**config.mk**
```make
export PLATFORM = sky130hd
export DESIGN_NAME = crossbar_scatter
export DESIGN_NICKNAME = d
export VERILOG_FILES = /design/src/rtl/crossbar_pkg.sv /design/src/rtl/crossbar_scatter_slot.sv /design/src/rtl/crossbar_scatter.sv
export SDC_FILE = /design/constraint.sdc
export NUM_CORES = 1
export LEC_CHECK = 0
export CAP_MARGIN = 20
export CORE_AREA = 2 2 138 140
export DETAILED_ROUTE_END_ITERATION = 10
export DIE_AREA = 0 0 140 142
export HOLD_SLACK_MARGIN = 0.06
export PLACE_DENSITY = 0.73
export SYNTH_ARGS = -nofsm -noshare
export SYNTH_HDL_FRONTEND = slang
export SYNTH_HIERARCHICAL = 1
export SYNTH_SLANG_ARGS = --single-unit
```
**constraint.sdc**
```tcl
create_clock -name clk -period 3.6 [get_ports clk]
set_input_delay 0.72 -clock clk [delete_from_list [all_inputs] [get_ports clk]]
set_output_delay 0.72 -clock clk [all_outputs]
set_load 0.03 [all_outputs]
```
**src/rtl/crossbar_pkg.sv**
```systemverilog
// Shared definitions for the response scatter crossbar: default sizes,
// requester-id width helper and the per-requester slot record.
package crossbar_pkg;

    localparam int DATA_W_DEF = 16;
    localparam int N_DEF      = 6;
    localparam int M_DEF      = 4;

    // Width of a requester index; never narrower than one bit so a
    // single-requester build still has a legal rid port.
    function automatic int idWidth(input int n);
        return (n > 1) ? $clog2(n) : 1;
    endfunction

    // One requester's response holding register.
    typedef struct packed {
        logic                  valid;
        logic [DATA_W_DEF-1:0] data;
    } slot_t;

endpackage

```
**src/rtl/crossbar_scatter_slot.sv**
```systemverilog
// One requester's single-entry response slot. A load always wins over a
// drain, which is what allows a full slot to be emptied and refilled on the
// same edge when its consumer is ready.
module crossbar_scatter_slot
    import crossbar_pkg::*;
#(
    parameter int DATA_W = DATA_W_DEF
) (
    input  logic              clk,
    input  logic              rst_n,
    input  logic              load_i,
    input  logic [DATA_W-1:0] data_i,
    input  logic              ready_i,
    output logic              valid_o,
    output logic [DATA_W-1:0] data_o
);

    slot_t slot_d;
    slot_t slot_q;

    // Next slot contents: load, else drain on handshake, else hold.
    always_comb begin
        slot_d = slot_q;
        if (load_i) begin
            slot_d.valid = 1'b1;
            slot_d.data  = data_i;
        end else if (slot_q.valid && ready_i) begin
            slot_d.valid = 1'b0;
        end
    end

    // Slot register; reset throws away whatever response was held.
    always_ff @(posedge clk or negedge rst_n) begin
        if (!rst_n) begin
            slot_q <= '0;
        end else begin
            slot_q <= slot_d;
        end
    end

    assign valid_o = slot_q.valid;
    assign data_o  = slot_q.data;

endmodule

```
**src/rtl/crossbar_scatter.sv**
```systemverilog
// Scatters responses arriving on M crossbar lanes into N requester slots.
// Lanes aimed at the same requester are resolved lowest-index-first; lanes
// carrying an id that names no requester are swallowed and counted.
module crossbar_scatter
    import crossbar_pkg::*;
#(
    parameter  int DATA_W = DATA_W_DEF,
    parameter  int N      = N_DEF,
    parameter  int M      = M_DEF,
    localparam int ID_W   = idWidth(N)
) (
    input  logic              clk,
    input  logic              rst_n,
    input  logic [M-1:0]      rvalid,
    input  logic [DATA_W-1:0] rdata [M],
    input  logic [ID_W-1:0]   rid   [M],
    output logic [M-1:0]      rready,
    output logic [N-1:0]      ovalid,
    output logic [DATA_W-1:0] odata [N],
    input  logic [N-1:0]      oready,
    output logic [7:0]        err_cnt
);

    // rid is compared one bit wider so N == 2**ID_W still works.
    localparam logic [ID_W:0] N_LIM = (ID_W + 1)'(N);
    localparam int            SUM_W = 9 + $clog2(M + 1);

    logic [N-1:0]      slotFree;
    logic [N-1:0]      claimed;
    logic [N-1:0]      loadVec;
    logic [DATA_W-1:0] loadData [N];
    logic [M-1:0]      badVec;
    logic [SUM_W-1:0]  errSum;
    logic [7:0]        errCnt_d;
    logic [7:0]        errCnt_q;

    // A slot can take a new response if empty or being drained this cycle.
    always_comb begin
        for (int i = 0; i < N; i++) begin
            slotFree[i] = !ovalid[i] || oready[i];
        end
    end

    // Lane arbitration: the first lane to name a requester claims it, so
    // later lanes with the same id lose even if the slot turns out busy.
    always_comb begin
        rready  = '0;
        badVec  = '0;
        claimed = '0;
        loadVec = '0;
        for (int i = 0; i < N; i++) begin
            loadData[i] = '0;
        end
        for (int j = 0; j < M; j++) begin
            if (rvalid[j]) begin
                if ({1'b0, rid[j]} >= N_LIM) begin
                    rready[j] = 1'b1;
                    badVec[j] = 1'b1;
                end else if (!claimed[rid[j]]) begin
                    claimed[rid[j]] = 1'b1;
                    if (slotFree[rid[j]]) begin
                        rready[j]         = 1'b1;
                        loadVec[rid[j]]   = 1'b1;
                        loadData[rid[j]]  = rdata[j];
                    end
                end
            end
        end
    end

    // Saturating add of this cycle's dropped responses to the error count.
    always_comb begin
        errSum = SUM_W'(errCnt_q);
        for (int j = 0; j < M; j++) begin
            errSum = errSum + SUM_W'(badVec[j]);
        end
        errCnt_d = (errSum > SUM_W'(255)) ? 8'hFF : errSum[7:0];
    end

    // Error counter register.
    always_ff @(posedge clk or negedge rst_n) begin
        if (!rst_n) begin
            errCnt_q <= '0;
        end else begin
            errCnt_q <= errCnt_d;
        end
    end

    assign err_cnt = errCnt_q;

    for (genvar i = 0; i < N; i++) begin : g_slot
        crossbar_scatter_slot #(
            .DATA_W (DATA_W)
        ) u_slot (
            .clk     (clk),
            .rst_n   (rst_n),
            .load_i  (loadVec[i]),
            .data_i  (loadData[i]),
            .ready_i (oready[i]),
            .valid_o (ovalid[i]),
            .data_o  (odata[i])
        );
    end

endmodule

```
## Word-level counts from Yosys, hierarchy flattened

Memory sizes are Yosys's and may differ from the RTL's.
Index checks and enable logic that the tools add are counted.

| word-level totals | value |
|---|---|
| logic and storage cells | 193 |
| input port bits | 88 |
| output and inout bits | 114 |
| flip-flop bits (word level) | 110 |
| memories | 1 |
| bits in read-only memories | 8 |

Memories:

| name | words | bits a word | read ports | clocked after Yosys merged registers in | wr ports | line | RTL |
|---|---|---|---|---|---|---|---|
| (no name shown) | 8 | 1 | 1 | 0 | 0 | crossbar_scatter.sv:59 | `end else if (!claimed[rid[j]]) begin` |

| operators by class | value |
|---|---|
| $lt $le $gt $ge | 21 |
| muxes and demuxes | 112 |
| bitwise logic cells | 10 |
| reduce and logical (&&, ||, !) cells | 32 |
| add/subtract/negate cells | 4 |

Operators with widths:

| kind | count |
|---|---|
| 96-bit two-way mux | 16 |
| 96-bit bitwise mux | 3 |
| 16-bit demux with 3-bit select | 4 |
| 6-bit two-way mux | 25 |
| 96-bit bitwise AND | 1 |
| 16-bit two-way mux | 4 |
| 1-bit two-way mux | 48 |
| 6-bit OR | 5 |
| 1-bit binary-select mux with 3-bit select | 7 |
| 4-bit >= comparator, second input constant | 4 |
| 3-bit by 4-bit < comparator with 1-bit output, second input constant | 4 |
| 4-bit by 1-bit < comparator with 1-bit output, second input constant | 4 |
| 3-bit inverter with 4-bit output | 4 |
| 1-bit logical AND | 14 |
| 11-bit by 1-bit adder with 12-bit output | 1 |
| 1-bit demux with 3-bit select | 4 |
| 3-bit by 1-bit >= comparator with 1-bit output, second input constant | 4 |
| 3-bit >= comparator, second input constant | 4 |
| 12-bit by 8-bit > comparator with 1-bit output, second input constant | 1 |
| 2-bit nonzero test | 6 |
| 10-bit by 1-bit adder with 11-bit output | 1 |
| 9-bit by 1-bit adder with 10-bit output | 1 |
| 8-bit by 1-bit adder with 9-bit output | 1 |
| 8-bit two-way mux | 1 |
| other kinds (2) | 12 |

## Logic depth before layout (Yosys ltp)

Gate-level depths: netlist of the first run.

| logic depth | value |
|---|---|
| depth in word-level cells | 25 |
| mapped depth | 12 |

## Hierarchy

Netlist of the first run, hierarchy kept.

By module, submodules not included:

| module | times used | area an instance (um^2) | cells each | seq. area each (um^2) |
|---|---|---|---|---|
| crossbar_scatter_slot | 6 | 683.2 | 37 | 425.4 |
| crossbar_scatter | 1 | 4,057.6 | 495 | 200.2 |

## Worst setup path before layout of the first run

OpenSTA, ideal clock, no wires.

| timing | value |
|---|---|
| path kind | input to output |
| start point | input port rid[9] (netlist name) |
| end point | output port rready[3] |
| required time | 2.880 ns |
| path slack | -0.103 ns |
| path buffers | 3 |
| cell stages on the path | 9 |
| arrival time | 2.983 ns |
| cell sequence | buf_6 -> nor4bb_1 -> a31oi_1 -> or3_1 -> and3_4 -> buf_6 -> buf_2 -> a21o_1 -> a211oi_1 |

| on the way | value |
|---|---|
| longest elaborated chain between the ends | 22 |

Ends and longest elaborated chain:

| what | line | RTL |
|---|---|---|
| start, declared | crossbar_scatter.sv:16 | `input logic [ID_W-1:0] rid [M],` |
| 3-bit by 4-bit < comparator with 1-bit output (not written as such) or 3-bit by 1-bit >= comparator with 1-bit output (tied branches) | crossbar_scatter.sv:60 | `claimed[rid[j]] = 1'b1;` |
| 1-bit logical AND (not written as such) | crossbar_scatter.sv:60 |  |
| 1-bit two-way mux (not written as such) | crossbar_scatter.sv:60 |  |
| 1-bit demux with 3-bit select | crossbar_scatter.sv:60 |  |
| 6-bit two-way mux | crossbar_scatter.sv:59 |  |
| 6-bit two-way mux * | crossbar_scatter.sv:56 | `if ({1'b0, rid[j]} >= N_LIM) begin` |
| 6-bit two-way mux * | crossbar_scatter.sv:55 | `if (rvalid[j]) begin` |
| 1-bit binary-select mux with 3-bit select | crossbar_scatter.sv:59 |  |
| [... 6 more ...] | - |  |
| 6-bit two-way mux | crossbar_scatter.sv:59 |  |
| 6-bit two-way mux | crossbar_scatter.sv:56 |  |
| 6-bit two-way mux * | crossbar_scatter.sv:55 |  |
| 1-bit binary-select mux with 3-bit select * | crossbar_scatter.sv:59 |  |
| 1-bit two-way mux (not written as such) * | crossbar_scatter.sv:59 |  |
| 1-bit two-way mux * | crossbar_scatter.sv:59 |  |
| 1-bit two-way mux * | crossbar_scatter.sv:56 |  |
| 1-bit two-way mux * | crossbar_scatter.sv:55 |  |
| end, declared | crossbar_scatter.sv:17 | `output logic [M-1:0] rready,` |

Every way passes the cells marked *; elsewhere a longest branch is shown, timed or not. The select of a mux whose other input is x is not followed.

## Final worst setup path of the first run

| timing | value |
|---|---|
| start point | input port oready[1] |
| end point | output port rready[1] |

| on the way | value |
|---|---|
| longest elaborated chain between the ends | 7 |

Ends and longest elaborated chain:

| what | line | RTL |
|---|---|---|
| start, declared | crossbar_scatter.sv:20 | `input logic [N-1:0] oready,` |
| 1-bit logical OR | crossbar_scatter.sv:40 | `slotFree[i] = !ovalid[i] \|\| oready[i];` |
| 1-bit binary-select mux with 3-bit select | crossbar_scatter.sv:61 | `if (slotFree[rid[j]]) begin` |
| 1-bit two-way mux (not written as such) | crossbar_scatter.sv:61 |  |
| 1-bit two-way mux | crossbar_scatter.sv:61 |  |
| 1-bit two-way mux | crossbar_scatter.sv:59 |  |
| 1-bit two-way mux | crossbar_scatter.sv:56 |  |
| 1-bit two-way mux | crossbar_scatter.sv:55 |  |

No other way between the ends. The select of a mux whose other input is x is not followed.

==> key figures, run 1 <==
STA
  • Worst slew pin tran: 767.8 ps
  • Final Slew Violations: 0
  • Hold slack: 398.7 ps
  • Worst rel slew slack: 48.81%
  • Clk_skew: 9.892 ps
  • Setup_tns: 0 ps
  • Final min period: 3522 ps
  • Max Fclk: 283.9 MHz
  • RSZ-0062 raised after global routing: false
  • Final Hold Viols: 0
  • Fin crit share: 97.83%
  • Setup-failing EPs final: 0

Logic synthesis
  • Ys Warns: 6
  • Dominant synthesized flop cell: dfrtp_1
  • Synth cell types: 88
  • Register area share after synthesis: 33.75%
  • Post-Synth XOR/XNOR Area: 1.289%
  • Post-Synth Adder-Cell Area: less than 1%
  • Largest family of logic cells by synthesized area: compound AO/OA/AOI/OAI gates
  • Async S/R FF share, synth: 100.0%
  • Post-synthesis cell count: 717
  • Syn nets: 809
  • Seq cells post-synth: 110
  • Syn avg cell area: 11.38 um2
  • Post-synth EDFFs: 0
  • Post-Syn Area: 8157 um2
  • Compound-cell area share of the yosys netlist: 28.19%
  • Post-synthesis mux area share: 16.15%
  • Simple-gate area share of the yosys netlist: about 12%

Finish
  • Seq. cell area: approximately 2800 um2
  • Share of cells above drive strength 1: 30.37%
  • Fin cells: 1230
  • Nets: 1078
  • Fillers: 1514
  • Area Overhead vs Synth: 38.61%
  • Most frequent cells in the layout: clkdlybuf4s50_1 (187), buf_4 (112), dfrtp_1 (110), a221o_1 (59), mux2_4 (54)
  • Footprint of the multi-input gates: 4852 um2
  • Most common cell after layout, fill and taps aside: clkdlybuf4s50_1

Hold path
  • HP Class: in -> async

Floorplanning
  • Initial Util: between 40% and 50%
  • Placeable Area: 18460 um2
  • Rows: 50
  • Die width: 140 um
  • Die H: roughly 140 um
  • Die outline area: a little under 20000 um2
  • Ports: 202

Worst setup path
  • CP top delay family: buffers and inverters
  • Crit path cell chain: clkdlybuf4s50_1 > and2b_1 > mux4_2 > o22ai_1 > o21ai_0 > a21oi_1 > buf_12
  • Crit-path slowest cell: clkdlybuf4s50_1
  • Worst setup SP type: primary input
  • Critical path class: in -> out
  • Critical path buffers and inverters: 2
  • CP endpoint kind: output pin
  • WP data required: ~2900 ps
  • Max incr delay on CP: approximately 520 ps
  • CP Data Arrival Time: between 2000 and 3000 ps
  • Crit-path max FO: 3

Detailed routing
  • ANT nets after route: 0
  • Final wirelength: between 30000 and 40000 um
  • First DRT Iteration DRCs: about 1100
  • Avg Vias per Cell: 6.420
  • Vias: about 8000
  • DR DRC count: 26
  • Drt pass-1 iters: 11
  • Wirelength per Cell: roughly 25 um

Clock tree
  • Clock Latency Late Sink: 360 ps
  • Num Clock Sinks: 110
  • CTS Hold Buffers Added: 0
  • # H-tree levels: 3
  • CTS root buffer: clkbuf_16
  • Clock tree from TritonCTS: built
  • Clock buffer depth: 2
  • Clock transition at the registers of the reported paths: about 80 ps
  • TritonCTS Buffers: 9

Power and ir drop
  • PwrDens: approximately 400 nW/um2
  • Static Leakage: 4.948 nW
  • Maximum vdd drop: 279.0 uV

Global routing
  • Remaining global-route overflow: 0
  • Largest net degree at the start of global routing: 57
  • First-pass GRT wire length: 46800 um
  • Vias in the first global route: 7879
  • Total global-route track usage: 30.82%
  • Initial antenna violation count: 5

Run status
  • Failing checks: design-rule violations
  • Status: complete, but fails checks

Run
  • Max-cap violations: 0

Placed design
  • Post-DP HPWL: 22110 um
  • Placed insts: 1207
  • Input/output buffers: 201
  • RD Place Congestion: 0.9625
flip-flops by register name, indices dropped and copies added (netlist names):
| signal | flops |
|---|---|
| g_slot.u_slot/data_o | 96 |
| err_cnt | 8 |
| g_slot.u_slot/valid_o | 6 |
kinds of logic (layout without fill, tap and decap cells):
group	count (synthesis)	count (layout)
adders and majority gates	4	4
xor gates and xnor gates	12	12
muxes	98	98
and+or+nand+nor	147	147
other	0	5
buffers and inverters	89	363
DFF	110	110
AOI/OAI and AO/OA	257	257
worst reg2reg max path, cell delays in order (launching register included):
cell and delay, ps:
dfrtp_1 410, and2b_2 230, mux4_2 520, a311o_2 490
nor4_4 240, or4_1 270, buf_4 210, mux2_2 360
cell type report:
cell class	instances	area share (%)
Clock buffer	11	2.147
Antenna cell	5	0.1107
Clock inverter	5	0.3763
Tap cell	234	2.590
Multi-Input combinational cell	518	42.92
Inverter	29	0.9628
Sequential cell	110	24.35
Timing Repair Buffer	318	26.55
Yosys cell counts, types with 5 or more instances:
| library cell | count | area (um2) |
|---|---|---|
| nand2_1 | 35 | 131.4 |
| and2_1 | 16 | 100.1 |
| nor3_1 | 5 | 25.02 |
| nand2b_1 | 9 | 56.30 |
| a21o_1 | 5 | 37.54 |
| buf_12 | 6 | 120.1 |
| a21o_2 | 6 | 52.55 |
| a221o_2 | 8 | 90.09 |
| nand3_1 | 6 | 30.03 |
| nor2_1 | 11 | 41.29 |
| inv_1 | 28 | 105.1 |
| a222oi_1 | 13 | 130.1 |
| nor4_1 | 5 | 31.28 |
| a22o_2 | 13 | 130.1 |
| mux2_4 | 54 | 810.8 |
| o21ai_0 | 26 | 130.1 |
| xor2_1 | 8 | 70.07 |
| dfrtp_1 | 110 | 2753 |
| nor2b_1 | 6 | 37.54 |
| buf_6 | 17 | 191.4 |
| a22o_1 | 34 | 297.8 |
| buf_2 | 14 | 70.07 |
| or4_1 | 5 | 37.54 |
| clkbuf_1 | 15 | 56.30 |
| a221o_1 | 59 | 590.6 |
| o211ai_1 | 16 | 120.1 |
| mux2_2 | 43 | 484.2 |
| a21oi_1 | 9 | 45.04 |
| a22oi_1 | 16 | 120.1 |
| a32o_1 | 15 | 150.1 |
routing by layer:
layer / global-route usage (%) / vias to the layer above / wire length (um)
met1: 42.22 / 3901 / 12850
met5: 0 / - / 0
met3: 6.494 / 73 / 3034
li1: - / 3427 / -
met4: 14.04 / 0 / 886
met2: 47.16 / 495 / 14230
what timing repair did:
action	4_1_cts	5_1_grt
setup endpoints to repair	1	1
gates resized for setup	4	13
buffers inserted	1	1
pin swaps	2	3
cloned	0	0
report_power, final:
part | internal (mW) | leakage (nW) | switching, mW
combinational | 0.902 | 3.33 | 1.02
clock | 0.499 | 0.142 | 0.496
sequential | 1.43 | 1.47 | 0.170
stage by stage:
stage	total power [mW]	utilization, %	worst slack [ps]	cell area (um2)
6_report	4.517	61.26	78.02	11310
5_1_grt	4.703	61.25	18.20	11300
4_1_cts	4.512	60.90	4.755	11240
3_5_place_dp	3.518	59.27	-134.4	10940
3_3_place_gp	3.496	59.27	-101.4	10940
2_1_floorplan	2.652	-	160.5	8162
path summary, 6_finish.rpt:
path / cells after the start / slack (ps) / to / from
min in group clk: 1 / 510 / g_slot[2].u_slot/data_o[13] / g_slot[2].u_slot/data_o[13]
max in group asynchronous: 2 / 2290 / g_slot[5].u_slot/data_o[7] / rst_n
hold reg to reg: 1 / 510 / g_slot[2].u_slot/data_o[13] / g_slot[2].u_slot/data_o[13]
hold / removal: 1 / 400 / g_slot[1].u_slot/data_o[11] / rst_n
setup reg to reg: 7 / 780 / g_slot[1].u_slot/data_o[2] / g_slot[5].u_slot/valid_o
setup / recovery: 7 / 80 / rready[1] / oready[1]
No activity file was read; power rests on OpenSTA's default activity.
==> run 2, diff against run 1 <==
--- a/config.mk
+++ b/config.mk
@@ -7,10 +7,11 @@
 export LEC_CHECK = 0
 export CAP_MARGIN = 20
 export CORE_AREA = 2 2 138 140
+export CTS_CLUSTER_DIAMETER = 50
 export DETAILED_ROUTE_END_ITERATION = 10
 export DIE_AREA = 0 0 140 142
 export HOLD_SLACK_MARGIN = 0.06
-export PLACE_DENSITY = 0.73
+export PLACE_DENSITY = 0.7
 export SYNTH_ARGS = -nofsm -noshare
 export SYNTH_HDL_FRONTEND = slang
 export SYNTH_HIERARCHICAL = 1
==> run 2 against run 1 <==
Against the previous run:
- the run still ends with design-rule violations left
- non-clock buffer count decreased by 12
- worst hold slack got worse by 5.0 ps
- worst setup slack got worse by 26 ps
- highest routed layer unchanged
- total power increased by 0.39%
- first-iteration DRC count decreased by 7.0%
- clock skew increased by 7.1 ps
- die area unchanged
- combinational power about the same
- wire length decreased by 1.1%
- critical path type unchanged
- count of clock-buffer cells in the layout decreased by 2
==> key figures, run 2 (synthesized netlist as in run 1, its figures left out) <==
STA
  • Max Fclk: 281.9 MHz (was 283.9 MHz)
  • Final Hold Viols: 0 (unchanged)
  • Final Slew Violations: 0 (unchanged)
  • Worst rel slew slack: 55.59% (was 48.81%)
  • Fin crit share: 98.55% (was 97.83%)
  • RSZ-0062 raised after global routing: true (was false)
  • Final min period: 3548 ps (was 3522 ps)
  • Hold slack: 393.8 ps (was 398.7 ps)
  • Setup_tns: 0 ps (unchanged)
  • Clk_skew: 17.01 ps (was 9.892 ps)
  • Setup-failing EPs final: 0 (unchanged)
  • Setup ws final: 52.13 ps (was 78.02 ps)
  • Worst slew pin tran: 666.1 ps (was 767.8 ps)

Worst setup path
  • CP Data Arrival Time: 2830 ps (was 2800 ps)
  • CP endpoint kind: output pin (unchanged)
  • Crit-path max FO: 16 (was 3)
  • Reg-to-reg slack, setup: 810 ps (was 780 ps)
  • Critical path launch point: rid[8] (was oready[1])
  • R2R Path End: g_slot[4].u_slot/data_o[15] (was g_slot[1].u_slot/data_o[2])
  • Worst setup SP type: primary input (unchanged)
  • WP data required: 2880 ps (about the same)
  • RR Startpoint: g_slot[5].u_slot/valid_o (unchanged)
  • R2R depth: 8 (was 7)
  • Critical path class: in -> out (unchanged)

Placed design
  • Post-DP HPWL: 21500 um (was 22110 um)
  • Pre-CTS WS: -110.4 ps (was -134.4 ps)
  • Placed insts: 1192 (was 1207)
  • RD Place Congestion: 0.9371 (was 0.9625)
  • Input/output buffers: 201 (unchanged)

Clock tree
  • # H-tree levels: 3 (unchanged)
  • CTS Hold Buffers Added: 0 (unchanged)
  • Num Clock Sinks: 110 (unchanged)
  • Clock Latency Late Sink: 360 ps (about the same)
  • CTS root buffer: clkbuf_16 (unchanged)
  • TritonCTS Buffers: 9 (unchanged)
  • Clock transition at the registers of the reported paths: 80 ps (about the same)
  • Clock tree from TritonCTS: built (unchanged)
  • Clock buffer depth: 2 (unchanged)

Finish
  • Largest register FFs: 96 (unchanged)
  • Area Overhead vs Synth: 37.46% (was 38.61%)
  • Most common cell after layout, fill and taps aside: clkdlybuf4s50_1 (unchanged)
  • Share of cells above drive strength 1: 29.86% (was 30.37%)
  • Most frequent cells in the layout: clkdlybuf4s50_1 (191), dfrtp_1 (110), buf_4 (100), a221o_1 (59), mux2_4 (54) (was clkdlybuf4s50_1 (187), buf_4 (112), dfrtp_1 (110), a221o_1 (59), mux2_4 (54))
  • Fin cells: 1216 (was 1230)
  • Nets: 1066 (was 1078)

Global routing
  • First-pass GRT wire length: 45050 um (was 46800 um)
  • Total global-route track usage: 29.86% (was 30.82%)
  • Initial antenna violation count: 2 (was 5)
  • Largest net degree at the start of global routing: 52 (was 57)
  • Remaining global-route overflow: 0 (unchanged)
  • Vias in the first global route: 7604 (was 7879)

Detailed routing
  • Final wirelength: 30670 um (was 31000 um)
  • DR DRC count: 11 (was 26)
  • Wirelength per Cell: 25.22 um (was 25.20 um)
  • ANT nets after route: 0 (unchanged)
  • First DRT Iteration DRCs: 1064 (was 1144)
  • Avg Vias per Cell: 6.484 (was 6.420)
  • Vias: 7885 (was 7896)
  • Drt pass-1 iters: 11 (unchanged)

Floorplanning
  • Die width: 140 um (unchanged)
  • Ports: 202 (unchanged)
  • Placeable Area: 18460 um2 (unchanged)
  • Rows: 50 (unchanged)
  • Initial Util: 44.20% (unchanged)
  • Die H: 142 um (unchanged)
  • Die outline area: 19880 um2 (unchanged)

Hold path
  • HP Class: in -> async (unchanged)

Power and ir drop
  • Static Leakage: 4.863 nW (was 4.948 nW)
  • Maximum vdd drop: 289.8 uV (was 279.0 uV)
  • Total power draw: 4.534 mW (was 4.517 mW)
  • PwrDens: 404.4 nW/um2 (was 399.5 nW/um2)

Run
  • Max-cap violations: 0 (unchanged)

Run status
  • Failing checks: design-rule violations (unchanged)
  • Status: complete, but fails checks (unchanged)
-- run 2: timing repair --
| action | in CTS | in global routing |
|---|---|---|
| setup buffers | 1 | 3 |
| gates resized for setup | 5 | 11 |
| pin swaps | 2 | 4 |
| endpoints found under the setup margin | 2 | 3 |
-- run 2: stage by stage --
stage | util [%] | cell area (um2)
5_1_grt | 60.75 | 11210
2_1_floorplan | - | 8162
3_5_place_dp | 58.59 | 10810
6_report | 60.75 | 11210
4_1_cts | 60.27 | 11120
3_3_place_gp | 58.59 | 10810
-- run 2: layout make-up --
cell class / instances / area (um2)
clock buffer: 9 / 225.2
timing repair buffer: 306 / 2902
clock inverter: 6 / 68.82
tap: 234 / 292.8
inverter: 29 / 108.9
sequential: 110 / 2753
fill: 1510 / 7243
multi-input combinational: 518 / 4852
antenna: 4 / 10.01
-- run 2: critical path: stages --
cell,delay [ps]
clkdlybuf4s50_1,480
xor2_1,190
o32a_4,350
o2111ai_4,280
and3_4,310
buf_12,180
a21o_1,150
buf_4,160
-- run 2: where the power goes --
group	leakage (nW)	internal, mW	switching [mW]
Clock	0.148	0.543	0.488
Combinational	3.24	0.892	1.01
Sequential	1.47	1.43	0.166
-- run 2: worst max-delay path by stage --
stage                                            end  slack, ps  cells past startpoint
after floorplan                            rready[3]        160                      9
after global placement                     rready[3]       -130                      8
after detailed placement  g_slot[1].u_slot/data_o[6]       -110                     10
after CTS                                  rready[3]          8                      7
after global routing                       rready[3]        -10                      7
final                                      rready[2]         50                      8
-- run 2: layer usage --
| metal | track usage [%] | up-vias | share of wire, % | routed length, um |
|---|---|---|---|---|
| met5 | 0 | - | 0 | 0 |
| met4 | 14.14 | 0 | 4.7 | 1453 |
| met3 | 7.032 | 108 | 11 | 3288 |
| met2 | 44.72 | 595 | 43 | 13300 |
| met1 | 41.02 | 3788 | 41 | 12630 |
| li1 | - | 3394 | - | - |
